===== config.mk =====
export PLATFORM = sky130hd
export DESIGN_NAME = munoc_input_route_unit
export DESIGN_NICKNAME = d
export VERILOG_FILES = /design/src/rtl/munoc_input_route_unit_pkg.sv /design/src/rtl/munoc_flit_fifo.sv /design/src/rtl/munoc_input_route_unit.sv
export SDC_FILE = /design/constraint.sdc
export NUM_CORES = 1
export LEC_CHECK = 0
export CORE_UTILIZATION = 40
export DETAILED_ROUTE_END_ITERATION = 6
export PLACE_DENSITY = 0.73
export RECOVER_POWER = 50
export SYNTH_ARGS = -nofsm -noshare
export SYNTH_HDL_FRONTEND = slang
export SYNTH_SLANG_ARGS = --single-unit

===== constraint.sdc =====
create_clock -name clk -period 2.3 [get_ports clk]
set_clock_uncertainty 0.05 [all_clocks]
set_input_delay 0.46 -clock clk [delete_from_list [all_inputs] [get_ports clk]]
set_output_delay 0.46 -clock clk [all_outputs]
set_load 0.01 [all_outputs]

===== src/rtl/munoc_input_route_unit_pkg.sv =====
// Shared definitions for the router input route unit: FSM state encoding
// and the layout of the sideband bits stored alongside each buffered flit.
package munoc_input_route_unit_pkg;

    typedef enum logic [1:0] {
        ST_IDLE   = 2'd0,
        ST_ROUTED = 2'd1,
        ST_DROP   = 2'd2
    } route_state_t;

    // Buffered word layout: {payload, tail, head}
    localparam int SB_HEAD  = 0;
    localparam int SB_TAIL  = 1;
    localparam int SB_WIDTH = 2;

endpackage


===== src/rtl/munoc_flit_fifo.sv =====
// Synchronous flit FIFO with full/empty flags. Pointers carry one extra
// wrap bit so that full and empty can be told apart without a counter.
// Read data is the current head entry, available combinationally.
module munoc_flit_fifo #(
    parameter int WIDTH = 34,
    parameter int DEPTH = 4
) (
    input  logic             clk,
    input  logic             rst,
    input  logic             push,
    input  logic [WIDTH-1:0] wdata,
    input  logic             pop,
    output logic [WIDTH-1:0] rdata,
    output logic             full,
    output logic             empty
);

    localparam int AW = $clog2(DEPTH);

    logic [WIDTH-1:0] mem [DEPTH];
    logic [AW:0]      wr_ptr;
    logic [AW:0]      rd_ptr;

    assign empty = (wr_ptr == rd_ptr);
    assign full  = (wr_ptr[AW] != rd_ptr[AW]) && (wr_ptr[AW-1:0] == rd_ptr[AW-1:0]);
    assign rdata = mem[rd_ptr[AW-1:0]];

    // Pointer update; push is refused when full, pop is refused when empty.
    always_ff @(posedge clk) begin
        if (rst) begin
            wr_ptr <= '0;
            rd_ptr <= '0;
        end else begin
            if (push && !full) begin
                wr_ptr <= wr_ptr + (AW+1)'(1);
            end
            if (pop && !empty) begin
                rd_ptr <= rd_ptr + (AW+1)'(1);
            end
        end
    end

    // Storage write; contents need no reset since the pointers gate visibility.
    always_ff @(posedge clk) begin
        if (push && !full) begin
            mem[wr_ptr[AW-1:0]] <= wdata;
        end
    end

endmodule


===== src/rtl/munoc_input_route_unit.sv =====
// Router input stage: buffers flits, presents the head flit's target node
// to the routing table, latches the one-hot route for the whole packet and
// requests the switch allocator until the tail flit is granted.
//
// state  | meaning
// IDLE   | waiting for a head flit at the FIFO head; computes its route
// ROUTED | route latched; requesting the allocator until the tail is granted
// DROP   | bad route seen; discarding flits up to and including the tail
module munoc_input_route_unit
    import munoc_input_route_unit_pkg::*;
#(
    parameter int BW_FLIT     = 32,
    parameter int BW_NODE_ID  = 1,
    parameter int NODE_ID_LSB = 0,
    parameter int NUM_OUTPUT  = 1,
    parameter int FIFO_DEPTH  = 4
) (
    input  logic                  clk,
    input  logic                  rst,
    input  logic                  in_valid,
    output logic                  in_ready,
    input  logic [BW_FLIT-1:0]    in_data,
    input  logic                  in_head,
    input  logic                  in_tail,
    output logic [BW_NODE_ID-1:0] target_node,
    input  logic [NUM_OUTPUT-1:0] routing_info,
    output logic [NUM_OUTPUT-1:0] out_request,
    input  logic                  out_grant,
    output logic [BW_FLIT-1:0]    out_data,
    output logic                  out_head,
    output logic                  out_tail,
    output logic                  route_error
);

    localparam int FW = BW_FLIT + SB_WIDTH;

    route_state_t          state;
    logic [NUM_OUTPUT-1:0] route_reg;
    logic [FW-1:0]         fifo_wdata;
    logic [FW-1:0]         fifo_rdata;
    logic                  fifo_full;
    logic                  fifo_empty;
    logic                  fifo_push;
    logic                  fifo_pop;
    logic                  route_ok;

    function automatic logic is_onehot(input logic [NUM_OUTPUT-1:0] v);
        int cnt;
        cnt = 0;
        for (int i = 0; i < NUM_OUTPUT; i++) begin
            cnt += int'(v[i]);
        end
        return (cnt == 1);
    endfunction

    // Input is blocked while full even if a pop happens the same cycle,
    // and during the reset cycle itself.
    assign in_ready  = !fifo_full && !rst;
    assign fifo_push = in_valid && in_ready;

    // Pack payload and sideband flags into one buffered word.
    always_comb begin
        fifo_wdata                     = '0;
        fifo_wdata[SB_HEAD]            = in_head;
        fifo_wdata[SB_TAIL]            = in_tail;
        fifo_wdata[SB_WIDTH +: BW_FLIT] = in_data;
    end

    munoc_flit_fifo #(
        .WIDTH (FW),
        .DEPTH (FIFO_DEPTH)
    ) u_fifo (
        .clk   (clk),
        .rst   (rst),
        .push  (fifo_push),
        .wdata (fifo_wdata),
        .pop   (fifo_pop),
        .rdata (fifo_rdata),
        .full  (fifo_full),
        .empty (fifo_empty)
    );

    assign out_data    = fifo_rdata[SB_WIDTH +: BW_FLIT];
    assign out_head    = fifo_rdata[SB_HEAD];
    assign out_tail    = fifo_rdata[SB_TAIL];
    assign target_node = out_data[NODE_ID_LSB +: BW_NODE_ID];
    assign route_ok    = is_onehot(routing_info);
    assign out_request = (state == ST_ROUTED && !fifo_empty) ? route_reg : '0;

    // Pop decision: granted flits, dropped packets and stray non-head flits.
    always_comb begin
        fifo_pop = 1'b0;
        case (state)
            ST_IDLE: begin
                if (!fifo_empty) begin
                    if (!out_head) begin
                        fifo_pop = 1'b1;
                    end else if (!route_ok && out_tail) begin
                        fifo_pop = 1'b1;
                    end
                end
            end
            ST_ROUTED: begin
                if (out_grant && (out_request != '0)) begin
                    fifo_pop = 1'b1;
                end
            end
            ST_DROP: begin
                if (!fifo_empty) begin
                    fifo_pop = 1'b1;
                end
            end
            default: fifo_pop = 1'b0;
        endcase
    end

    // Route FSM: latches the route on a good head, holds it until the tail leaves.
    always_ff @(posedge clk) begin
        if (rst) begin
            state       <= ST_IDLE;
            route_reg   <= '0;
            route_error <= 1'b0;
        end else begin
            route_error <= 1'b0;
            case (state)
                ST_IDLE: begin
                    if (!fifo_empty) begin
                        if (!out_head) begin
                            route_error <= 1'b1;
                        end else if (route_ok) begin
                            route_reg <= routing_info;
                            state     <= ST_ROUTED;
                        end else begin
                            route_error <= 1'b1;
                            // A bad single-flit packet is popped directly from IDLE.
                            if (!out_tail) begin
                                state <= ST_DROP;
                            end
                        end
                    end
                end
                ST_ROUTED: begin
                    if (fifo_pop && out_tail) begin
                        route_reg <= '0;
                        state     <= ST_IDLE;
                    end
                end
                ST_DROP: begin
                    if (fifo_pop && out_tail) begin
                        state <= ST_IDLE;
                    end
                end
                default: state <= ST_IDLE;
            endcase
        end
    end

endmodule

# After elaboration in Yosys (flattened, before gate mapping)
# Memories as Yosys holds them, arrays and structs flattened. A register that Yosys moved wholly into a read port is not among the register bits.
# Index checks and enable logic that the tools add are counted.
# word_totals
register_bits	10
mem_bits_rw	136
inputBits	39
output_inout_bits	38
word_cells	63
n_memories	1
# mem_list
name	words	word_bits	read_ports	rd_clocked_by_memory_dff	write_ports	line_no	text
u_fifo.mem	4	34	1	1	1	munoc_flit_fifo.sv:20	logic [WIDTH-1:0] mem [DEPTH];
# classes
add_sub_neg	2
eq_ne	11
mux	24
bitwise_logic	1
reduce_logical	19
# op_table
cell	count
$mux 1	14
$mux 2	7
$logic_and 1x1->1	9
$add 3x1->3 const B	2
$ne 2x2->1 const B	3
$reduce_and 5->1	1
$logic_not 1->1	4
$ne 2x1->1 const B	2
$pmux 2 s2	1
$reduce_and 4->1	1
$eq 3x3->1	1
$ne 3x3->1 const B	1
$pmux 1 s3	1
$reduce_or 3->1	1
$eq 2x1->1 const B	1
$eq 2x2->1	1
$eq 2x2->1 const B	1
$logic_not 2->1	1
$pmux 1 s2	1
$reduce_bool 2->1	1
$reduce_or 2->1	1
$ne 1x1->1	1
$not 1->1	1

# Longest topological paths before layout
# Gate-level depths: netlist (run 1).
# depth
word_depth	10
ltp_mapped	7
depth_no_buf	7

# Modules after synthesis
# From an unflattened synthesis (run 1), not the netlist that was laid out.
# hier_totals
cells_unflattened	286
hier_area_um2	5793.1
# modules_own_cells
module	instances	cells_each	area_each_um2	seq_area_each_um2
munoc_flit_fifo	1	246	5470.2	4244.1
munoc_input_route_unit	1	40	322.8	80.1

# Worst setup path after synthesis (run 1)
# Ideal clock, no wire load.
# synth_path
path_kind	register to register
start	register u_fifo.wr_ptr[0]
end	memory u_fifo.mem[3][0], enable pin
setup_time_ns	0.396
t_arrival_ns	2.053
required_time_ns	1.854
setup_slack_ns	-0.199
stages_incl_launch_ff	4
cell_sequence	dfxtp_1 > xnor2_1 > a311oi_1 > and2_1
# synth_between
elab_chain_len	8
# synth_rtl
element	line_no	text
start: declaration	munoc_flit_fifo.sv:21	logic [AW:0] wr_ptr;
start signal: assignment	munoc_flit_fifo.sv:35	wr_ptr <= wr_ptr + (AW+1)'(1);
$eq 2x2->1	munoc_flit_fifo.sv:25	assign full = (wr_ptr[AW] != rd_ptr[AW]) && (wr_ptr[AW-1:0] == rd_ptr[AW-1:0]);
$logic_and 1x1->1	munoc_flit_fifo.sv:25	
$logic_not 1->1	munoc_flit_fifo.sv:45, munoc_input_route_unit.sv:58	
$logic_and 1x1->1	munoc_input_route_unit.sv:58	assign in_ready = !fifo_full && !rst;
$logic_and 1x1->1	munoc_input_route_unit.sv:59	assign fifo_push = in_valid && in_ready;
$logic_and 1x1->1	munoc_flit_fifo.sv:45	if (push && !full) begin
$mux 1	munoc_flit_fifo.sv:45	
$mux 1 (implied by the code)	munoc_flit_fifo.sv:46	mem[wr_ptr[AW-1:0]] <= wdata;
end: declaration	munoc_flit_fifo.sv:20	
# Several ways; a longest one is shown, not always the timed one.

==> summary.md, run 1 <==
| Metric | Value |
|---|---|
| Status | complete, no violations |
| ANT nets after route | 0 |
| Largest stage delay, worst path | 570 ps |
| Critical path arrival | 1760 ps |
| Setup violators final | 0 |
| Tmin final | 2272 ps |
| Core area | 0.01383 mm2 |
| Worst Path Max Fanout | 8 |
| H-Tree Depth | 4 |
| Layout cells sized above 1 | 0.3410 |
| Die area | 0.01463 mm2 |
| Area growth syn-to-layout | 32.07% |
| Wire length per cell | 18.51 um |
| Logic gate share of total power | 0.257 |
| PortBufs | 76 |
| I/O pins | 77 |
| DR DRC count | 0 |
| Sw Ratio | 0.2441 |
| Worst-path clk slew | 60 ps |
| Initial antenna violation count | 1 |
| Final HPWL DP | 6374 um |
| Via-to-Cell Ratio | 5.012 |
| Seq/Total Area, Yosys | 0.7639 |
| Fmax | 440.1 MHz |
| Lkg Pwr | 0.002561 uW |
| Worst Max-Slew Pin Slew | 525.1 ps |
| Worst vdd ir | 0.0003824 V |
| Synthesized flop and latch total | 148 |
| Fillers | 1,058 |
| Max reg flops | 136 |
| Largest net degree at the start of global routing | 20 |
| Worst Setup Start Kind | flip-flop |
| Hold/Removal Path Class | flip-flop to flip-flop |
| Setup crit end kind | output pin |
| Mean post-synth cell area | 21.77 um2 |
| Synth cell types | 35 |
| Max cap viols | 0 |
| Mapped Cells | 260 |
| CTS Sinks | 148 |
| Reg2Reg Setup Slack | 110 ps |
| Final #Nets | 428 |
| Placed Instance Area | 0.006903 mm2 |
| Total clock buffers created by CTS | 17 |
| Final Cell Area | 0.007476 mm2 |
| Rel. slew slack | 0.6491 |
| Clock share of power | 0.336 |
| Max Slew Vio Count | 0 |
| Top FF cell, synth | edfxtp_1 |
| Sw power | 1879 uW |
| Clk_lat worst skew | 410 ps |
| First-pass GRT wire length | 16,500 um |
| Post-synth ARST share | 0 |
| Rows | 43 |
| Vias in the first global route | 3,127 |
| Worst path slowest cell | mux4_2 |
| Clk Tree Root Cell | clkbuf_16 |
| PD cells | 1030 mW/mm2 |
| Final hold violations | 0 |
| Worst-path cell chain | buf_12 > buf_4 > mux4_2 > buf_6 |
| Crit Path Category | flip-flop to output pin |
| DRT Pass-1 Iters | 4 |
| Die Height | 121.0 um |
| Vias | 2,877 |
| Die extent in x | 121.0 um |
| Internal | 5818 uW |
| Synth Cell Area | 0.005660 mm2 |
| Synth warn | 0 |
| Gr usage total | 0.1570 |
| Net Count, Synth | 308 |
| Max Buffers Root-to-Sink | 2 |
| Setup TNS | 0 ps |
| Seq pwr share | 0.407 |
| CTS tree | yes |
| RSZ-0062 raised after global routing | yes |
| Post-synth EDFFs | 136 |
| GPL Wtd Cong | 0.8511 |
| Period Utilization, post-route | 0.9879 |
| Final wirelength | 10,620 um |
| Crit path required time | 1790 ps |
| Starting DRT DRC Count | 258 |
| Initial Utilization | 0.4094 |
| Remaining global-route overflow | 0 |
==> power groups by stage <==
| stage | combinational, uW | clock [uW] | sequential (uW) |
|---|---|---|---|
| floorplan | 1040 | 0 | 3150 |
| global placement | 1830 | 0 | 3170 |
| detailed placement | 1850 | 0 | 3180 |
| CTS | 2040 | 2640 | 3130 |
| global route | 2120 | 2750 | 3140 |
| finish | 1980 | 2590 | 3130 |
==> critical path: cells and delay by family (launching register included) <==
| kind | cells | cell delay, ps |
|---|---|---|
| buf+inv | 3 | 410 |
| flops | 1 | 380 |
| mux | 1 | 570 |
==> final timing paths <==
check / startpoint / end / cells past startpoint
worst min-delay path: u_fifo.rd_ptr[2] / u_fifo.rd_ptr[2] / 2
worst min register to register: u_fifo.rd_ptr[2] / u_fifo.rd_ptr[2] / 2
worst max register to register: u_fifo.wr_ptr[0] / u_fifo.mem[0][29] / 6
worst max-delay path: flip-flop / out_head / 4
==> stage by stage <==
| step | utilization | hold slack, ps | cells | worst slack (ps) | power, uW |
|---|---|---|---|---|---|
| after floorplan | - | 419.5 | 260 | 151.1 | 4189 |
| after global placement | 0.4992 | 445.8 | 528 | 74.90 | 5005 |
| after detailed placement | 0.4992 | 438.9 | 528 | -74.46 | 5025 |
| after CTS | 0.5460 | 450.2 | 573 | -57.78 | 7813 |
| after global routing | 0.5405 | 496.4 | 573 | -25.39 | 8011 |
| final | 0.5407 | 448.6 | 574 | 27.92 | 7697 |
==> cell families after synthesis <==
| kind of cell | synth area share |
|---|---|
| DFF | 0.7639 |
| muxes | 0.1384 |
| and+or+nand+nor | 0.02365 |
| buffers and inverters | 0.01481 |
| AOI/OAI and AO/OA | 0.02697 |
| adders and majority gates | 0.01989 |
| xor gates and xnor gates | 0.01238 |
==> layout make-up <==
cell class                 instances  area (um2)  area share
antenna                            1       2.502   0.0003347
clock buffer                      30       558.0     0.07464
clock inverter                     2       10.01    0.001339
inverter                           8       30.03    0.004017
multi-input combinational         94        1257      0.1682
sequential                       148        4332      0.5794
tap                              180       225.2     0.03013
timing repair buffer             111        1061      0.1419
==> Yosys cell counts, types with 3 or more instances <==
cell | count | area (um2)
edfxtp_1 | 136 | 4084
nand2_1 | 3 | 11.26
and2_1 | 4 | 25.02
nor2_1 | 7 | 26.28
buf_2 | 4 | 20.02
inv_1 | 8 | 30.03
dfxtp_1 | 12 | 240.2
mux2i_1 | 4 | 40.04
xor2_1 | 4 | 35.03
xnor2_1 | 4 | 35.03
mux4_2 | 33 | 743.2
clkbuf_1 | 4 | 15.01
ha_1 | 9 | 112.6
==> cell usage in the layout (no fill, tap or decap), types with 2 or more instances in the layout <==
cell type,count
edfxtp_1,136
dlygate4sd3_1,35
mux4_2,33
buf_2,26
clkbuf_16,20
buf_4,14
clkbuf_1,10
ha_1,9
buf_6,9
buf_12,9
inv_1,8
dfxtp_1,8
nor2_1,7
xor2_1,4
xnor2_1,4
and2_0,4
clkdlybuf4s50_1,4
mux2i_1,3
nand2_1,3
dfxtp_2,3
buf_16,3
dlygate4sd2_1,3
clkbuf_2,3
clkbuf_4,3
a31oi_1,2
or3_1,2
nand2b_1,2
nor3_1,2
a22o_1,2
o21ai_0,2
clkinv_2,2
clkbuf_8,2
==> routing by layer <==
layer / track usage / up-vias / wire (um)
met1: 0.1923 / 1474 / 4481
met3: 0.04934 / 15 / 589
met4: 0.06250 / 0 / 139
met5: 0 / - / 0
li1: - / 1312 / -
met2: 0.2586 / 76 / 5413
==> repair_timing <==
action,in CTS,in global routing
pin swaps,1,1
endpoints found under the hold margin,0,0
cloned,3,0
hold buffers,0,0
buffers inserted,10,0
resized for setup,145,8
setup endpoints to repair,37,10
Note: power is estimated with default switching activity, not from simulation.
==> run 2, diff against run 1 <==
--- a/config.mk
+++ b/config.mk
@@ -5,9 +5,9 @@
 export SDC_FILE = /design/constraint.sdc
 export NUM_CORES = 1
 export LEC_CHECK = 0
-export CORE_UTILIZATION = 40
+export CORE_UTILIZATION = 48
 export DETAILED_ROUTE_END_ITERATION = 6
-export PLACE_DENSITY = 0.73
+export PLACE_DENSITY = 0.83
 export RECOVER_POWER = 50
 export SYNTH_ARGS = -nofsm -noshare
 export SYNTH_HDL_FRONTEND = slang
==> run 2 against run 1 <==
Against the previous run:
- register-to-register slack is essentially flat
- sequential cell count is the same
- count of clock-buffer cells in the layout shrank 12
- critical path depth unchanged
- critical endpoint is now out_data[12]
- global-route usage rose by 3.8 points
- via count up 1.5%
- setup slack worse by 19 ps
- core utilization up 12 points
- routed wire length up 6.3%
- sequential share of layout area shrank 0.91 points
- power up 4.9%
==> summary.md, run 2 (synthesis results as in run 1) <==
| Metric | Value |
|---|---|
| Status | complete, no violations |
| Setup violators final | 0 (unchanged) |
| Worst Setup Start Kind | flip-flop |
| Placed Instances | 491 (-7.0%) |
| Tmin final | 2291 ps (+18.86 ps) |
| FF-to-FF End | u_fifo.rd_ptr[2] |
| Rows | 39 (-9.3%) |
| Via-to-Cell Ratio | 5.489 (+9.5%) |
| Lkg Pwr | 0.002608 uW (+1.9%) |
| Max reg flops | 136 (unchanged) |
| Antenna Cells | 0 (-1) |
| Vias | 2,920 (+1.5%) |
| ANT nets after route | 0 (unchanged) |
| Sw Ratio | 0.2454 (+0.001301) |
| PortBufs | 76 (unchanged) |
| Die Height | 110.6 um (-8.6%) |
| CTS Sinks | 148 (unchanged) |
| Clk_lat worst skew | 410 ps (about the same) |
| Most frequent cells in the layout | 136 x edfxtp_1, 34 x dlygate4sd3_1, 33 x mux4_2 |
| Final HPWL DP | 6763 um (+6.1%) |
| Die extent in x | 110.6 um (-8.6%) |
| I/O pins | 77 (unchanged) |
| Cells on worst reg2reg path | 8 (+2) |
| Largest net degree at the start of global routing | 21 (+5.0%) |
| Internal | 6095 uW (+4.8%) |
| Layout cells sized above 1 | 0.3676 (+0.02664) |
| Hold/Removal Path Class | flip-flop to flip-flop |
| Period Utilization, post-route | 0.9961 (+0.008200) |
| Total clock buffers created by CTS | 17 (unchanged) |
| Initial antenna violation count | 0 (-1) |
| Fillers | 737 (-30%) |
| Most common cell after layout, fill and taps aside | edfxtp_1 |
| Wire length per cell | 21.22 um (+15%) |
| Initial Utilization | 0.4936 (+0.08424) |
| First-pass GRT wire length | 17,340 um (+5.1%) |
| Seq pwr share | 0.388 (-0.019) |
| Worst Path Max Fanout | 8 (unchanged) |
| RSZ-0062 raised after global routing | yes |
| Max cap viols | 0 (unchanged) |
| Setup crit end kind | output pin |
| Final hold violations | 0 (unchanged) |
| Hold slack | 461.1 ps (+12.46 ps) |
| DR DRC count | 0 (unchanged) |
| Clock share of power | 0.346 (+0.010) |
| Clk Tree Root Cell | clkbuf_16 |
| Final #Nets | 425 (-0.70%) |
| Core area | 0.01147 mm2 (-17%) |
| Starting DRT DRC Count | 195 (-24%) |
| Critical path arrival | 1780 ps (+20 ps) |
| Sw power | 1982 uW (+5.5%) |
| Crit Path Category | flip-flop to output pin |
| Die area | 0.01223 mm2 (-16%) |
| Critical Path End | out_data[12] |
| Max Slew Vio Count | 0 (unchanged) |
| Worst-path clk slew | 60 ps (about the same) |
| Max Buffers Root-to-Sink | 2 (unchanged) |
| DRT Pass-1 Iters | 4 (unchanged) |
| Reg2Reg Setup Slack | 100 ps (about the same) |
| Finished Layout Cells | 532 (-7.3%) |
| Logic gate share of total power | 0.266 (+0.009) |
| Vias in the first global route | 3,120 (-0.22%) |
| H-Tree Depth | 4 (unchanged) |
| Remaining global-route overflow | 0 (unchanged) |
| CTS tree | yes |
| Area growth syn-to-layout | 34.26% |
| Worst Max-Slew Pin Slew | 497.6 ps (-27.44 ps) |
| Gr usage total | 0.1952 (+0.03825) |
| Final wirelength | 11,290 um (+6.3%) |
| Fmax | 436.5 MHz (-0.82%) |
| Rel. slew slack | 0.6657 (+0.01663) |
| Crit path required time | 1790 ps (about the same) |
| PD cells | 1063 mW/mm2 (+3.2%) |
| Worst vdd ir | 0.0009522 V (+150%) |
| GPL Wtd Cong | 0.7965 (-6.4%) |
run 2: what timing repair did:
action                     CTS  global route
gates resized for setup    149            27
hold buffers                 0             0
gates cloned                 4             0
pin swaps                    1             1
setup endpoints to repair   37            34
setup buffers                6             1
run 2: critical path: stages, from the launching register on:
cell     delay [ps]
dfxtp_4         390
buf_8           140
buf_12          150
mux4_2          530
buf_2           170
run 2: stage by stage:
stage	total power, uW	util	cell area [um2]	setup WS [ps]	TNS [ps]
detailed placement	5051	0.5990	6869	8.438	0
finish	8077	0.6627	7600	9.060	0
floorplan	4189	-	5665	151.1	0
CTS	8101	0.6619	7590	-110.4	-1094
global placement	5021	0.5990	6869	68.06	0
global route	8376	0.6627	7600	-57.11	-184.2
run 2: power groups by stage:
stage / Sequential (uW) / Clock [uW] / Combinational [uW]
after CTS: 3130 / 2830 / 2140
after floorplan: 3150 / 0 / 1040
after global routing: 3140 / 2940 / 2300
after global placement: 3170 / 0 / 1850
after detailed placement: 3180 / 0 / 1880
final: 3130 / 2790 / 2150
run 2: final cells by class:
cell class | instances | area, um2 | share of cell area
Clock buffer | 18 | 429.2 | 0.05647
Inverter | 8 | 30.03 | 0.003951
Tap cell | 143 | 178.9 | 0.02354
Multi-Input combinational cell | 94 | 1284 | 0.1689
Timing Repair Buffer | 108 | 1179 | 0.1551
Clock inverter | 13 | 165.2 | 0.02173
Sequential cell | 148 | 4334 | 0.5703
run 2: worst min-delay path by stage:
| stage | from | endpoint | slack [ps] | cells after the start |
|---|---|---|---|---|
| 2_1_floorplan | u_fifo.rd_ptr[2] | u_fifo.rd_ptr[2] | 420 | 2 |
| 3_3_place_gp | u_fifo.rd_ptr[2] | u_fifo.rd_ptr[2] | 450 | 2 |
| 3_5_place_dp | u_fifo.rd_ptr[2] | u_fifo.rd_ptr[2] | 450 | 2 |
| 4_1_cts | u_fifo.rd_ptr[2] | u_fifo.rd_ptr[2] | 460 | 2 |
| 5_1_grt | u_fifo.rd_ptr[2] | u_fifo.rd_ptr[2] | 490 | 2 |
| 6_report | u_fifo.rd_ptr[2] | u_fifo.rd_ptr[2] | 460 | 2 |
run 2: routing by layer:
metal | track usage | wire (um) | vias to the layer above
met5 | 0 | 0 | -
met4 | 0.06133 | 81 | 0
met3 | 0.05818 | 503 | 7
met2 | 0.3217 | 6004 | 89
met1 | 0.2501 | 4700 | 1516
li1 | - | - | 1308
